File: src/rtl/key_debounce_pkg.sv
// Shared FSM state type, counter-width helpers and 50 MHz timing defaults
// for the multi-channel key debouncer.
package key_debounce_pkg;

   typedef enum logic [1:0] {
      ST_IDLE    = 2'd0,
      ST_PRESSED = 2'd1,
      ST_HELD    = 2'd2
   } key_state_e;

   localparam int DEF_CH_NUM     = 32'sd4;
   localparam int DEF_CNT_MAX    = 32'sd999_999;
   localparam int DEF_LONG_MAX   = 32'sd49_999_999;
   localparam int DEF_REPEAT_MAX = 32'sd9_999_999;

   function automatic int cnt_width(input int max_val);
      return (max_val < 32'sd1) ? 32'sd1 : $clog2(max_val + 32'sd1);
   endfunction

   function automatic int max2(input int a, input int b);
      return (a > b) ? a : b;
   endfunction

endpackage

File: src/rtl/key_debounce_multi_if.sv
// Key bank bus: raw key pins in, debounced level and event pulses out.
interface key_debounce_multi_if #(
   parameter int CH_NUM = key_debounce_pkg::DEF_CH_NUM
);
   logic [CH_NUM-1:0] key_in;
   logic [CH_NUM-1:0] key_level;
   logic [CH_NUM-1:0] key_press;
   logic [CH_NUM-1:0] key_release;
   logic [CH_NUM-1:0] key_long;
   logic [CH_NUM-1:0] key_repeat;

   modport master (
      output key_in,
      input  key_level, key_press, key_release, key_long, key_repeat
   );

   modport slave (
      input  key_in,
      output key_level, key_press, key_release, key_long, key_repeat
   );
endinterface

File: src/rtl/key_debounce_ch.sv
// One key channel: synchroniser, symmetric stability filter and
// press/held state machine producing registered one-cycle event pulses.
module key_debounce_ch
   import key_debounce_pkg::*;
#(
   parameter int CNT_MAX    = DEF_CNT_MAX,
   parameter int LONG_MAX   = DEF_LONG_MAX,
   parameter int REPEAT_MAX = DEF_REPEAT_MAX,
   parameter bit REPEAT_EN  = 1'b1,
   parameter bit KEY_ACTIVE = 1'b0
) (
   input  logic i_clk,
   input  logic i_rst,
   input  logic i_key,
   output logic o_level,
   output logic o_press,
   output logic o_release,
   output logic o_long,
   output logic o_repeat
);
   localparam int CNT_W  = cnt_width(CNT_MAX);
   localparam int HOLD_W = cnt_width(max2(LONG_MAX, REPEAT_MAX));
   localparam logic [CNT_W-1:0]  CNT_END  = CNT_W'(CNT_MAX);
   localparam logic [HOLD_W-1:0] LONG_END = HOLD_W'(LONG_MAX);
   localparam logic [HOLD_W-1:0] REP_END  = HOLD_W'(REPEAT_MAX);

   logic              r_sync1, r_sync2, r_level;
   logic [CNT_W-1:0]  r_cnt;
   logic [HOLD_W-1:0] r_hold, w_hold_nx;
   key_state_e        r_state, w_state_nx;
   logic              r_press, r_release, r_long, r_repeat;
   logic              w_press, w_release, w_long, w_repeat;
   logic              w_sample, w_flip, w_rise, w_fall;

   assign w_sample = r_sync2 ^ ~KEY_ACTIVE;
   assign w_flip   = (w_sample != r_level) && (r_cnt == CNT_END);
   assign w_rise   = w_flip & w_sample;
   assign w_fall   = w_flip & ~w_sample;

   // Reset loads the released level so a key held through reset shows up as a fresh press.
   always_ff @(posedge i_clk or posedge i_rst) begin
      if (i_rst) begin
         r_sync1 <= ~KEY_ACTIVE;
         r_sync2 <= ~KEY_ACTIVE;
      end else begin
         r_sync1 <= i_key;
         r_sync2 <= r_sync1;
      end
   end

   always_ff @(posedge i_clk or posedge i_rst) begin
      if (i_rst) begin
         r_cnt   <= '0;
         r_level <= 1'b0;
      end else if (w_sample == r_level) begin
         r_cnt   <= '0;
      end else if (w_flip) begin
         r_cnt   <= '0;
         r_level <= ~r_level;
      end else begin
         r_cnt   <= r_cnt + CNT_W'(1'b1);
      end
   end

   // Release is tested first so it wins over a coinciding long/repeat threshold.
   always_comb begin
      w_state_nx = r_state;
      w_hold_nx  = r_hold;
      w_press    = 1'b0;
      w_release  = 1'b0;
      w_long     = 1'b0;
      w_repeat   = 1'b0;
      case (r_state)
         ST_IDLE: begin
            if (w_rise) begin
               w_state_nx = ST_PRESSED;
               w_hold_nx  = '0;
               w_press    = 1'b1;
            end else begin
               w_hold_nx  = '0;
            end
         end
         ST_PRESSED: begin
            if (w_fall) begin
               w_state_nx = ST_IDLE;
               w_release  = 1'b1;
            end else if (r_hold == LONG_END) begin
               w_state_nx = ST_HELD;
               w_hold_nx  = '0;
               w_long     = 1'b1;
            end else begin
               w_hold_nx  = r_hold + HOLD_W'(1'b1);
            end
         end
         ST_HELD: begin
            if (w_fall) begin
               w_state_nx = ST_IDLE;
               w_release  = 1'b1;
            end else if (r_hold == REP_END) begin
               if (REPEAT_EN) begin
                  w_repeat  = 1'b1;
                  w_hold_nx = '0;
               end else begin
                  w_hold_nx = r_hold;
               end
            end else begin
               w_hold_nx  = r_hold + HOLD_W'(1'b1);
            end
         end
         default: begin
            w_state_nx = ST_IDLE;
            w_hold_nx  = '0;
         end
      endcase
   end

   always_ff @(posedge i_clk or posedge i_rst) begin
      if (i_rst) begin
         r_state   <= ST_IDLE;
         r_hold    <= '0;
         r_press   <= 1'b0;
         r_release <= 1'b0;
         r_long    <= 1'b0;
         r_repeat  <= 1'b0;
      end else begin
         r_state   <= w_state_nx;
         r_hold    <= w_hold_nx;
         r_press   <= w_press;
         r_release <= w_release;
         r_long    <= w_long;
         r_repeat  <= w_repeat;
      end
   end

   assign o_level   = r_level;
   assign o_press   = r_press;
   assign o_release = r_release;
   assign o_long    = r_long;
   assign o_repeat  = r_repeat;

endmodule

File: src/rtl/key_debounce_multi.sv
// Multi-channel key debouncer: one independent key_debounce_ch per key pin,
// outputs gathered onto the key bank bus.
module key_debounce_multi
   import key_debounce_pkg::*;
#(
   parameter int CH_NUM     = DEF_CH_NUM,
   parameter int CNT_MAX    = DEF_CNT_MAX,
   parameter int LONG_MAX   = DEF_LONG_MAX,
   parameter int REPEAT_MAX = DEF_REPEAT_MAX,
   parameter bit REPEAT_EN  = 1'b1,
   parameter bit KEY_ACTIVE = 1'b0
) (
   input logic                 sys_clk,
   input logic                 sys_rst,
   key_debounce_multi_if.slave bus
);
   logic [CH_NUM-1:0] w_level, w_press, w_release, w_long, w_repeat;

   for (genvar g = 0; g < CH_NUM; g++) begin : g_ch
      key_debounce_ch #(
         .CNT_MAX    (CNT_MAX),
         .LONG_MAX   (LONG_MAX),
         .REPEAT_MAX (REPEAT_MAX),
         .REPEAT_EN  (REPEAT_EN),
         .KEY_ACTIVE (KEY_ACTIVE)
      ) u_ch (
         .i_clk     (sys_clk),
         .i_rst     (sys_rst),
         .i_key     (bus.key_in[g]),
         .o_level   (w_level[g]),
         .o_press   (w_press[g]),
         .o_release (w_release[g]),
         .o_long    (w_long[g]),
         .o_repeat  (w_repeat[g])
      );
   end

   assign bus.key_level   = w_level;
   assign bus.key_press   = w_press;
   assign bus.key_release = w_release;
   assign bus.key_long    = w_long;
   assign bus.key_repeat  = w_repeat;

endmodule

File: src/flat_wrapper.sv
// flat-port wrapper written by rule: the top's interface ports become plain ports
module key_debounce_multi_flat import key_debounce_pkg::*;
#(
   parameter int CH_NUM     = DEF_CH_NUM,
   parameter int CNT_MAX    = DEF_CNT_MAX,
   parameter int LONG_MAX   = DEF_LONG_MAX,
   parameter int REPEAT_MAX = DEF_REPEAT_MAX,
   parameter bit REPEAT_EN  = 1'b1,
   parameter bit KEY_ACTIVE = 1'b0
)
  (sys_clk, sys_rst, bus_key_in, bus_key_level, bus_key_press, bus_key_release, bus_key_long, bus_key_repeat);
  key_debounce_multi_if #(.CH_NUM(CH_NUM)) bus_i ();
  input logic sys_clk;
  input logic sys_rst;
  input wire logic [$bits(bus_i.key_in)-1:0] bus_key_in;
  output wire logic [$bits(bus_i.key_level)-1:0] bus_key_level;
  output wire logic [$bits(bus_i.key_press)-1:0] bus_key_press;
  output wire logic [$bits(bus_i.key_release)-1:0] bus_key_release;
  output wire logic [$bits(bus_i.key_long)-1:0] bus_key_long;
  output wire logic [$bits(bus_i.key_repeat)-1:0] bus_key_repeat;
  assign bus_i.key_in = bus_key_in;
  assign bus_key_level = bus_i.key_level;
  assign bus_key_press = bus_i.key_press;
  assign bus_key_release = bus_i.key_release;
  assign bus_key_long = bus_i.key_long;
  assign bus_key_repeat = bus_i.key_repeat;
  key_debounce_multi #(.CH_NUM(CH_NUM), .CNT_MAX(CNT_MAX), .LONG_MAX(LONG_MAX), .REPEAT_MAX(REPEAT_MAX), .REPEAT_EN(REPEAT_EN), .KEY_ACTIVE(KEY_ACTIVE)) u_core (.sys_clk(sys_clk), .sys_rst(sys_rst), .bus(bus_i));
endmodule
File: config.mk
export PLATFORM = sky130hd
export DESIGN_NAME = key_debounce_multi_flat
export DESIGN_NICKNAME = d
export VERILOG_FILES = /design/src/rtl/key_debounce_pkg.sv /design/src/rtl/key_debounce_multi_if.sv /design/src/rtl/key_debounce_ch.sv /design/src/rtl/key_debounce_multi.sv /design/src/flat_wrapper.sv
export SDC_FILE = /design/constraint.sdc
export NUM_CORES = 1
export LEC_CHECK = 0
export BUFFER_PORTS_ARGS = -buffer_cell sky130_fd_sc_hd__buf_2
export CAP_MARGIN = 20
export CORE_ASPECT_RATIO = 1.1
export CORE_UTILIZATION = 35
export CTS_CLUSTER_SIZE = 16
export DETAILED_ROUTE_END_ITERATION = 16
export GPL_TIMING_DRIVEN = 0
export MAX_ROUTING_LAYER = met4
export PLACE_DENSITY_LB_ADDON = 0.3
export SLEW_MARGIN = 20
export SYNTH_ARGS = -nofsm -noshare
export SYNTH_HDL_FRONTEND = slang
export SYNTH_SLANG_ARGS = --single-unit
export TNS_END_PERCENT = 1
File: constraint.sdc
create_clock -name sys_clk -period 14.97 [get_ports sys_clk]
set_input_delay 0.7485 -clock sys_clk [delete_from_list [all_inputs] [get_ports sys_clk]]
set_output_delay 0.7485 -clock sys_clk [all_outputs]
set_load 0.02 [all_outputs]
==> results.py, run 1 <==
metrics = {
    "sta": {
        "rsz0062_at_grt": "false",
        "fin_ws_ps": 11990,
        "finClkSkew_ps": 19.12,
        "tns_ps": 0,
        "max_freq_ghz": 0.3355,
        "finalCritPeriodShare": 0.1991,
        "hold_viol_final": 0,
        "fin_crit_ps": 2981,
        "finalSetupViolCount": 0,
        "drv_slew": 0,
        "hold_slack_ps": 181.9,
        "relSlewSlack": 0.4024,
        "worst_slew_pin_slew_ps": 887.0,
    },
    "yosys": {
        "synth_edf_count": 0,
        "ys_ff_latch": 220,
        "synthFlopType": "dfrtp_1",
        "synth-warning-count": 0,
        "ys_seq_area_frac": 0.4751,
        "synth_cells": 1250,
        "synth_top_area_share": 0.4569,
        "avgSynthCellArea_um2": 9.288,
        "synth.area.top_cells": "dfrtp_1 46%, nor2_1 5.6%, xnor2_1 4.5%",
        "async_reset_ff_frac": 1.000,
        "netlist_area_um2": 11610,
        "synth.distinct_cells": 63,
        "synth_top_cell_by_area": "dfrtp_1",
        "synth_nets": 1276,
    },
    "cts": {
        "clk_pin_slew_ps": 60,
        "cts_tree": "yes",
        "numCtsBuffers": 26,
        "cts_buffer_depth": 3,
        "holdBufCountCts": 0,
        "cts.htree.levels": 1,
        "root_buffer": "clkbuf_16",
        "clk_latency_ps": 540,
        "post-cts-setup-buffers": 0,
        "cts_sinks": 220,
        "ctsResizeCount": 0,
    },
    "power_and_ir_drop": {
        "ir_drop_mv": 0.08520,
        "p_leak_uw": 0.005548,
        "powerDensity_nw_per_um2": 95.09,
        "p_total_uw": 1255,
    },
    "routing": {
        "vias_per_cell": 5.200,
        "vias": 9100,
        "wl_per_cell_um": 13.73,
        "drc_errors": 0,
        "drtAntennaViolNets": 0,
        "drtPass1Iterations": 4,
        "drt-initial-drc-count": 458,
        "drt-total-wl_mm": 24.03,
    },
    "global_routing": {
        "antenna_found_initial": 0,
        "grt_overflow_total": 0,
        "grt_max_degree": 99,
        "grt_pass1_vias": 9103,
        "track_usage": 0.1528,
        "grt_pass1_wl_mm": 42.72,
    },
    "worst_hold_path": {
        "hold_path_class": "input pin to asynchronous set/reset pin",
    },
    "finish": {
        "fin_nets": 1331,
        "area_growth_syn_to_layout_pct": 13.69,
        "n_antenna_cell": 0,
        "drive_gt1_frac": 0.09894,
        "design_area_um2": 13200,
    },
    "setup_path": {
        "crit_type": "flop to flop",
        "crit_arrival_ps": 3390,
        "required_ps": 15380,
        "crit_path_max_fanout": 10,
        "worstSetupStartpointType": "flop",
        "endpoint_kind": "flop",
    },
    "floorplan": {
        "num_io_pins": 26,
        "die_area_um2": 33900,
        "rows": 69,
        "design.core.area_um2": 32460,
        "fp.dieH_um": 193.0,
        "die_w_um": 175.7,
        "start_util": 0.3577,
    },
    "placement": {
        "post-place-ws_ps": 11970,
        "gp_congestion": 0.8602,
        "portBuffers": 25,
        "dpl_cell_area_um2": 12330,
        "hpwl_mm": 16.36,
    },
    "job": {
        "max-cap-violations": 0,
    },
    "status": {
        "status": "complete, no violations",
    },
}
per-stage QoR:
stage	instances	util
6_report	1750	0.4066
5_1_grt	1750	0.4066
4_1_cts	1750	0.4066
3_5_place_dp	1703	0.3799
3_3_place_gp	1701	0.3779
2_1_floorplan	1250	-
cell type report:
class | instances | area, um2
buffer | 49 | 279.0
clock buffer | 39 | 789.5
clock inverter | 8 | 78.83
fill | 3244 | 19260
inverter | 48 | 187.7
multi-input combinational | 933 | 5635
sequential | 220 | 5515
tap | 426 | 533.0
timing repair buffer | 27 | 180.2
synthesized netlist by cell type (all sizes together), types with 25 or more instances:
library cell,count
dfrtp,212
nand3,71
nor3,39
nor2,174
a21o,25
nand2,107
buf,30
inv,48
nand4,43
xor2,58
a21oi,37
nor4,31
and3,44
o21ai,59
xnor2,60
path summary, 6_finish.rpt:
kind                                                     start                        endpoint  slack (ps)  cells past startpoint
worst max-delay path            u_core.g_ch[1].u_ch.r_hold[11]  u_core.g_ch[1].u_ch.r_hold[20]       11990                      8
worst min-delay path                                   sys_rst  u_core.g_ch[1].u_ch.r_state[0]         180                      2
worst max register to register  u_core.g_ch[1].u_ch.r_hold[11]  u_core.g_ch[1].u_ch.r_hold[20]       11990                      8
worst min register to register     u_core.g_ch[3].u_ch.r_sync1     u_core.g_ch[3].u_ch.r_sync2         350                      0
max in group asynchronous                              sys_rst     u_core.g_ch[2].u_ch.r_sync2       13600                      4
min in group sys_clk                             bus_key_in[1]     u_core.g_ch[1].u_ch.r_sync1         310                      1
kinds of logic (layout without fill, tap and decap cells):
logic type / Yosys count / in the layout / synth area share
simple gates: 639 / 639 / 0.2906
flops: 220 / 220 / 0.4751
compound gates: 153 / 153 / 0.08147
xor+xnor: 118 / 118 / 0.08902
buf+inv: 97 / 171 / 0.03955
fa+ha+maj: 20 / 20 / 0.02155
mux: 3 / 3 / 0.002802
registers in the layout (all words and copies together), names as in the netlist:
| signal | count |
|---|---|
| u_core.g_ch.u_ch.r_hold | 104 |
| u_core.g_ch.u_ch.r_cnt | 80 |
| u_core.g_ch.u_ch.r_state | 8 |
| u_core.g_ch.u_ch.o_level | 4 |
| u_core.g_ch.u_ch.o_long | 4 |
| u_core.g_ch.u_ch.o_press | 4 |
| u_core.g_ch.u_ch.o_release | 4 |
| u_core.g_ch.u_ch.o_repeat | 4 |
| u_core.g_ch.u_ch.r_sync1 | 4 |
| u_core.g_ch.u_ch.r_sync2 | 4 |
cell usage in the layout (no fill, tap or decap), types with 3 or more instances in the layout:
cell type and count:
buf_4 21, dfstp_2 8, clkbuf_8 9, or4b_1 5, and4_1 15, nor4b_1 14, or4_1 21, nand4_1 43
or3_1 23, buf_2 32, nor2b_1 5, nand3_1 71, nor4_2 3, ha_1 20, a22o_1 10, xor2_1 58
nor4_1 27, o21ai_0 56, or2_2 8, xnor2_1 60, clkbuf_1 23, nor4bb_1 4, clkinv_2 5, nand2_1 107
nor3b_1 5, nor2_1 174, and2_1 14, a21o_1 25, clkbuf_16 26, nor3_1 39, dfrtp_1 212, nand4b_1 6
a21oi_1 37, inv_1 47, and3_1 43
per-layer routing:
metal / up-vias / part of all wire / global-route usage
met3: 44 / 0.035 / 0.02137
met2: 117 / 0.48 / 0.2598
met1: 4414 / 0.46 / 0.1903
li1: 4525 / - / -
met4: 0 / 0.020 / 0.04114
met5: - / 0 / -
worst max-delay path, stage by stage (launching register included):
cell and delay (ps):
dfrtp_1 400, or4_1 550, nor4_2 490, a41oi_2 240, o21ai_2 430, buf_4 250, nor2_1 70, buf_2 210
a22o_1 230
where the power goes:
group | total (uW) | switching [uW] | leakage, uW | internal (uW)
clock | 629 | 249 | 0.000431 | 380
combinational | 23.2 | 17.8 | 0.00208 | 5.43
sequential | 603 | 3.47 | 0.00304 | 600
Power figures use the tool's default switching activity.
==> inputs of run 2 (changes only) <==
- clock period: 14.97 -> 2.7 ns (I/O delays scaled with it)
==> run 2 against run 1 <==
The run now ends with negative setup slack left. Clock skew fell by 8.8 ps. Combinational power rose to 6.5 times the previous value. First-iteration DRC count fell by 17%. Sequential share of layout area fell by 1.0 points. Flip-flop and latch count did not move. Wire length rose by 0.67%. Maximum frequency rose by 9.4%. Hold slack improved by 71 ps. Setup slack got worse by 12000 ps. Count of clock-buffer cells in the layout fell by 5. Register-to-register slack got worse by 12000 ps. Total power rose to 5.7 times the previous value. Critical endpoint is now u_core.g_ch[1].u_ch.r_hold[3].
==> results.py, run 2 (synthesis gave the netlist of run 1 again) <==
metrics = {
    "placement": {
        "gp_congestion": 0.8528,
        "hpwl_mm": 17.02,
        "portBuffers": 25,
    },
    "floorplan": {
        "die_area_um2": 33900,
        "design.core.area_um2": 32460,
        "die_w_um": 175.7,
        "num_io_pins": 26,
        "start_util": 0.3577,
        "fp.dieH_um": 193.0,
        "rows": 69,
    },
    "cts": {
        "numCtsBuffers": 26,
        "cts_tree": "yes",
        "cts_sinks": 220,
        "cts_buffer_depth": 3,
        "root_buffer": "clkbuf_16",
        "cts.htree.levels": 1,
        "clk_latency_ps": 520,
        "post-cts-setup-buffers": 0,
        "clk_pin_slew_ps": 60,
    },
    "finish": {
        "regArea_um2": 5517,
        "drive_gt1_frac": 0.1199,
        "final_util": 0.4169,
        "largest_registers": "u_core.g_ch.u_ch.r_hold: 104 flops, u_core.g_ch.u_ch.r_cnt: 80 flops, u_core.g_ch.u_ch.r_state: 8 flops",
        "fin_nets": 1341,
        "mostFrequentLayoutCells": "211 x dfrtp_1, 173 x nor2_1, 106 x nand2_1",
        "area_growth_syn_to_layout_pct": 16.55,
        "n_antenna_cell": 0,
        "largest-register": "u_core.g_ch.u_ch.r_hold",
        "fill_cells": 3216,
        "largest_reg_flops": 104,
        "multiInputGateArea_um2": 5746,
        "final_common_cell": "dfrtp_1",
    },
    "worst_hold_path": {
        "hold_depth": 2,
        "hold_path_class": "input pin to flop",
    },
    "job": {
        "max-cap-violations": 0,
    },
    "sta": {
        "rsz0062_at_grt": "true",
        "hold_viol_final": 0,
        "hold_slack_ps": 252.9,
        "finalCritPeriodShare": 1.009,
        "max_freq_ghz": 0.3669,
        "finClkSkew_ps": 10.31,
        "relSlewSlack": 0.4130,
        "fin_crit_ps": 2725,
        "worst_slew_pin_slew_ps": 872.5,
        "drv_slew": 0,
        "fin_ws_ps": -25.39,
        "finalSetupViolCount": 5,
    },
    "status": {
        "violations": "negative setup slack",
        "status": "complete, but fails checks",
    },
    "setup_path": {
        "crit_arrival_ps": 3130,
        "cpPeakStageDelay_ps": 540,
        "crit_end": "u_core.g_ch[1].u_ch.r_hold[3]",
        "crit_path_top_delay_cell": "or4bb_4",
        "crit_type": "flop to flop",
        "r2r_cells": 7,
        "crit_path_max_fanout": 10,
        "worstReg2RegStart": "u_core.g_ch[1].u_ch.r_hold[16]",
        "worstSetupStartpointType": "flop",
        "required_ps": 3100,
        "path_cells": "or4bb_4 -> nor4_4 -> a41oi_2 -> o21a_1 -> clkbuf_1 -> a21o_1 -> a22o_1",
        "endpoint_kind": "flop",
        "reg2reg_to": "u_core.g_ch[1].u_ch.r_hold[3]",
        "crit_start": "u_core.g_ch[1].u_ch.r_hold[16]",
        "rrSetupSlack_ps": -30,
    },
    "global_routing": {
        "grt_max_degree": 33,
        "track_usage": 0.1540,
        "grt_overflow_total": 0,
        "antenna_found_initial": 0,
        "grt_pass1_wl_mm": 42.94,
        "grt_pass1_vias": 9125,
    },
    "power_and_ir_drop": {
        "ir_drop_mv": 0.5101,
        "p_leak_uw": 0.005707,
        "powerDensity_nw_per_um2": 530.2,
    },
    "routing": {
        "drc_errors": 0,
        "drt-initial-drc-count": 378,
        "vias_per_cell": 5.134,
        "vias": 9035,
        "wl_per_cell_um": 13.74,
        "drtAntennaViolNets": 0,
        "drtPass1Iterations": 7,
        "drt-total-wl_mm": 24.19,
    },
}
[run 2: layout make-up]
cell class | count | share of cell area
Buffer | 49 | 0.02293
Clock buffer | 34 | 0.05557
Clock inverter | 13 | 0.01239
Inverter | 48 | 0.01359
Multi-Input combinational cell | 933 | 0.4246
Sequential cell | 220 | 0.4077
Tap cell | 426 | 0.03939
Timing Repair Buffer | 37 | 0.02386
[run 2: stage by stage]
step | instance area [um2] | worst slack, ps | setup TNS [ps] | cells | total power, uW
6_report | 13530 | -25.39 | -85.80 | 1760 | 7175
3_5_place_dp | 12420 | -228.2 | -8369 | 1708 | 3555
5_1_grt | 13530 | -140.4 | -2348 | 1760 | 7451
2_1_floorplan | 11610 | -296.5 | -62870 | 1250 | 3487
3_3_place_gp | 12270 | -1776 | -385510 | 1701 | 3528
4_1_cts | 13460 | 4.698 | 0 | 1760 | 7313
[run 2: layer usage]
layer / part of all wire / GRT usage / up-vias
met2: 0.48 / 0.2589 / 105
li1: - / - / 4542
met1: 0.47 / 0.1937 / 4344
met5: 0 / - / -
met4: 0.021 / 0.04448 / 0
met3: 0.028 / 0.02059 / 44
[run 2: critical path, delay by kind of cell, from the launching register on]
family / cells / cell delay [ps]
DFF: 1 / 440
buffers and inverters: 1 / 290
AOI/OAI and AO/OA: 4 / 930
and+or+nand+nor: 2 / 930
[run 2: what timing repair did]
| action | in CTS | in global routing |
|---|---|---|
| gates resized for setup | 17 | 28 |
| endpoints found under the hold margin | 30 | 0 |
| setup endpoints to repair | 85 | 114 |
| pin swaps | 2 | 2 |
| hold buffers | 5 | 0 |
[run 2: worst min path at each step]
stage,startpoint,to,slack [ps]
floorplan,bus_key_in[0],u_core.g_ch[0].u_ch.r_sync1,140
finish,bus_key_in[2],u_core.g_ch[2].u_ch.r_sync1,250
global placement,bus_key_in[1],u_core.g_ch[1].u_ch.r_sync1,240
detailed placement,bus_key_in[0],u_core.g_ch[0].u_ch.r_sync1,240
global route,bus_key_in[1],u_core.g_ch[1].u_ch.r_sync1,250
CTS,bus_key_in[2],u_core.g_ch[2].u_ch.r_sync1,230
[run 2: report_power, final]
group,total [uW],internal [uW],switching (uW)
logic,151,48.2,103
registers,3340,3320,18.6
clock network,3680,2330,1350
==> inputs of run 3 (changes only) <==
- CORE_ASPECT_RATIO: 1.1 -> 0.7
==> run 3 against run 2 <==
The run now ends clean. Clock power is 4% lower. Critical path type unchanged. Cell count is 0.23% higher. Total power is 2.3% lower. Clock skew is 4.2 ps higher. Global-route usage is 0.66 points higher. Count of clock-buffer cells in the layout is 1 higher. Die area hardly changed. Sequential share of layout area hardly changed.
==> results.py, run 3 (synthesis gave the netlist of run 1 again) <==
metrics = {
    "status": {
        "status": "complete, no violations",
    },
    "finish": {
        "final_common_cell": "dfrtp_1",
        "fill_cells": 3182,
        "largest-register": "u_core.g_ch.u_ch.r_hold",
        "mostFrequentLayoutCells": "212 x dfrtp_1, 173 x nor2_1, 106 x nand2_1",
        "fin_nets": 1345,
        "drive_gt1_frac": 0.1197,
        "design_area_um2": 13530,
        "largest_reg_flops": 104,
        "largest_registers": "u_core.g_ch.u_ch.r_hold: 104 flops, u_core.g_ch.u_ch.r_cnt: 80 flops, u_core.g_ch.u_ch.r_state: 8 flops",
        "area_growth_syn_to_layout_pct": 16.50,
        "n_antenna_cell": 0,
    },
    "setup_path": {
        "crit_arrival_ps": 3050,
        "path_cells": "or4b_1 -> nor4_4 -> a21boi_1 -> o21ai_4 -> buf_6 -> nor2_1 -> buf_4 -> a22o_1",
        "crit_type": "flop to flop",
        "crit_path_max_fanout": 10,
        "cpPeakStageDelay_ps": 610,
        "crit_buf_inv": 2,
        "endpoint_kind": "flop",
        "worstSetupStartpointType": "flop",
        "crit_path_top_delay_cell": "or4b_1",
        "required_ps": 3100,
        "cp_top_family": "simple AND/OR/NAND/NOR gates",
    },
    "cts": {
        "cts_tree": "yes",
        "clk_latency_ps": 530,
        "clk_pin_slew_ps": 60,
        "cts_buffer_depth": 3,
        "root_buffer": "clkbuf_16",
        "cts.htree.levels": 1,
        "cts_sinks": 220,
        "numCtsBuffers": 24,
    },
    "placement": {
        "portBuffers": 25,
        "gp_congestion": 0.8201,
        "post-place-ws_ps": -335.9,
        "hpwl_mm": 17.94,
        "dpl_cell_area_um2": 12420,
    },
    "job": {
        "max-cap-violations": 0,
    },
    "power_and_ir_drop": {
        "p_total_uw": 7010,
        "ir_drop_mv": 0.4823,
        "p_leak_uw": 0.005703,
        "powerDensity_nw_per_um2": 518.3,
    },
    "global_routing": {
        "grt_max_degree": 33,
        "gr-usage-met3": 0.02753,
        "grt_pass1_wl_mm": 43.99,
        "antenna_found_initial": 0,
        "grt_busiest_layer": "met1",
        "grt_use_met2": 0.2177,
        "grt_util_met1": 0.2482,
        "grt_overflow_total": 0,
        "track_usage": 0.1606,
        "grt_pass1_vias": 8564,
    },
    "routing": {
        "drt-initial-drc-count": 619,
        "wl_per_cell_um": 14.66,
        "drt-total-wl_mm": 25.87,
        "drtPass1Iterations": 6,
        "drtAntennaViolNets": 0,
        "vias_per_cell": 5.197,
        "drc_errors": 0,
        "vias": 9168,
    },
    "floorplan": {
        "start_util": 0.3574,
        "die_w_um": 219.7,
        "fp.dieH_um": 154.4,
        "die_area_um2": 33920,
        "rows": 55,
        "num_io_pins": 26,
        "design.core.area_um2": 32480,
    },
    "worst_hold_path": {
        "hold_path_class": "input pin to asynchronous set/reset pin",
    },
    "sta": {
        "relSlewSlack": 0.5170,
        "drv_slew": 0,
        "finalCritPeriodShare": 0.9811,
        "worst_slew_pin_slew_ps": 717.8,
        "finalSetupViolCount": 0,
        "finClkSkew_ps": 14.48,
        "hold_slack_ps": 251.8,
        "hold_viol_final": 0,
        "max_freq_ghz": 0.3775,
        "rsz0062_at_grt": "true",
        "fin_ws_ps": 51.02,
        "fin_crit_ps": 2649,
    },
}
==> run 3: changes by cell type in the layout (fill, tap and decap cells not counted), moves of 2 or more <==
cell / before / now
clkbuf_16: 27 / 25
clkbuf_8: 5 / 2
clkbuf_4: 5 / 2
clkinv_2: 8 / 2
buf_4: 21 / 31
clkbuf_1: 11 / 16
==> run 3: power breakdown <==
part / total [uW] / internal [uW] / switching (uW)
clock: 3520 / 2140 / 1370
combinational: 152 / 48.0 / 104
sequential: 3340 / 3320 / 19.5
==> run 3: path summary, 6_finish.rpt <==
kind / start / end / slack, ps / depth (start not counted)
min reg2reg: u_core.g_ch[3].u_ch.r_sync1 / u_core.g_ch[3].u_ch.r_sync2 / 350 / 0
max reg2reg: u_core.g_ch[1].u_ch.r_hold[22] / u_core.g_ch[1].u_ch.r_hold[2] / 50 / 8
max in group asynchronous: sys_rst / u_core.g_ch[3].u_ch.o_press / 1480 / 6
min in group sys_clk: bus_key_in[3] / u_core.g_ch[3].u_ch.r_sync1 / 260 / 2
min: sys_rst / u_core.g_ch[0].u_ch.r_hold[0] / 250 / 3
max: u_core.g_ch[1].u_ch.r_hold[22] / u_core.g_ch[1].u_ch.r_hold[2] / 50 / 8
==> run 3: timing repair <==
item                                    4_1_cts  5_1_grt
pin swaps                                     4        5
gates resized for setup                      20       34
gates cloned                                  0        0
endpoints found under the hold margin        26        0
hold buffers                                  5        0
setup buffers                                 0        6
endpoints found under the setup margin       92      132
==> run 3: cell type report <==
| class | count | area (um2) | area share |
|---|---|---|---|
| clock buffers | 35 | 683.2 | 0.05051 |
| multi-input cells | 933 | 5773 | 0.4268 |
| plain buffers | 49 | 314.1 | 0.02322 |
| flip-flops and latches | 220 | 5515 | 0.4078 |
| well taps | 427 | 534.3 | 0.03950 |
| inverters | 48 | 183.9 | 0.01360 |
| clock inverters | 9 | 153.9 | 0.01138 |
| repair buffers | 43 | 367.9 | 0.02720 |
==> run 3: through the flow <==
| step | util | TNS (ps) | std cells |
|---|---|---|---|
| floorplan | - | -62870 | 1250 |
| global placement | 0.3779 | -396020 | 1702 |
| detailed placement | 0.3824 | -12980 | 1709 |
| CTS | 0.4119 | -27.75 | 1758 |
| global route | 0.4164 | -1388 | 1764 |
| finish | 0.4164 | 0 | 1764 |
==> run 3: worst min-delay path, delay by kind of cell <==
kind,cells,cell delay [ps]
buffers and inverters,3,1090
==> run 3: layer usage <==
layer / vias to the layer above / share of wire
li1: 4547 / -
met1: 4415 / 0.53
met2: 173 / 0.41
met3: 33 / 0.044
met4: 0 / 0.014
met5: - / 0
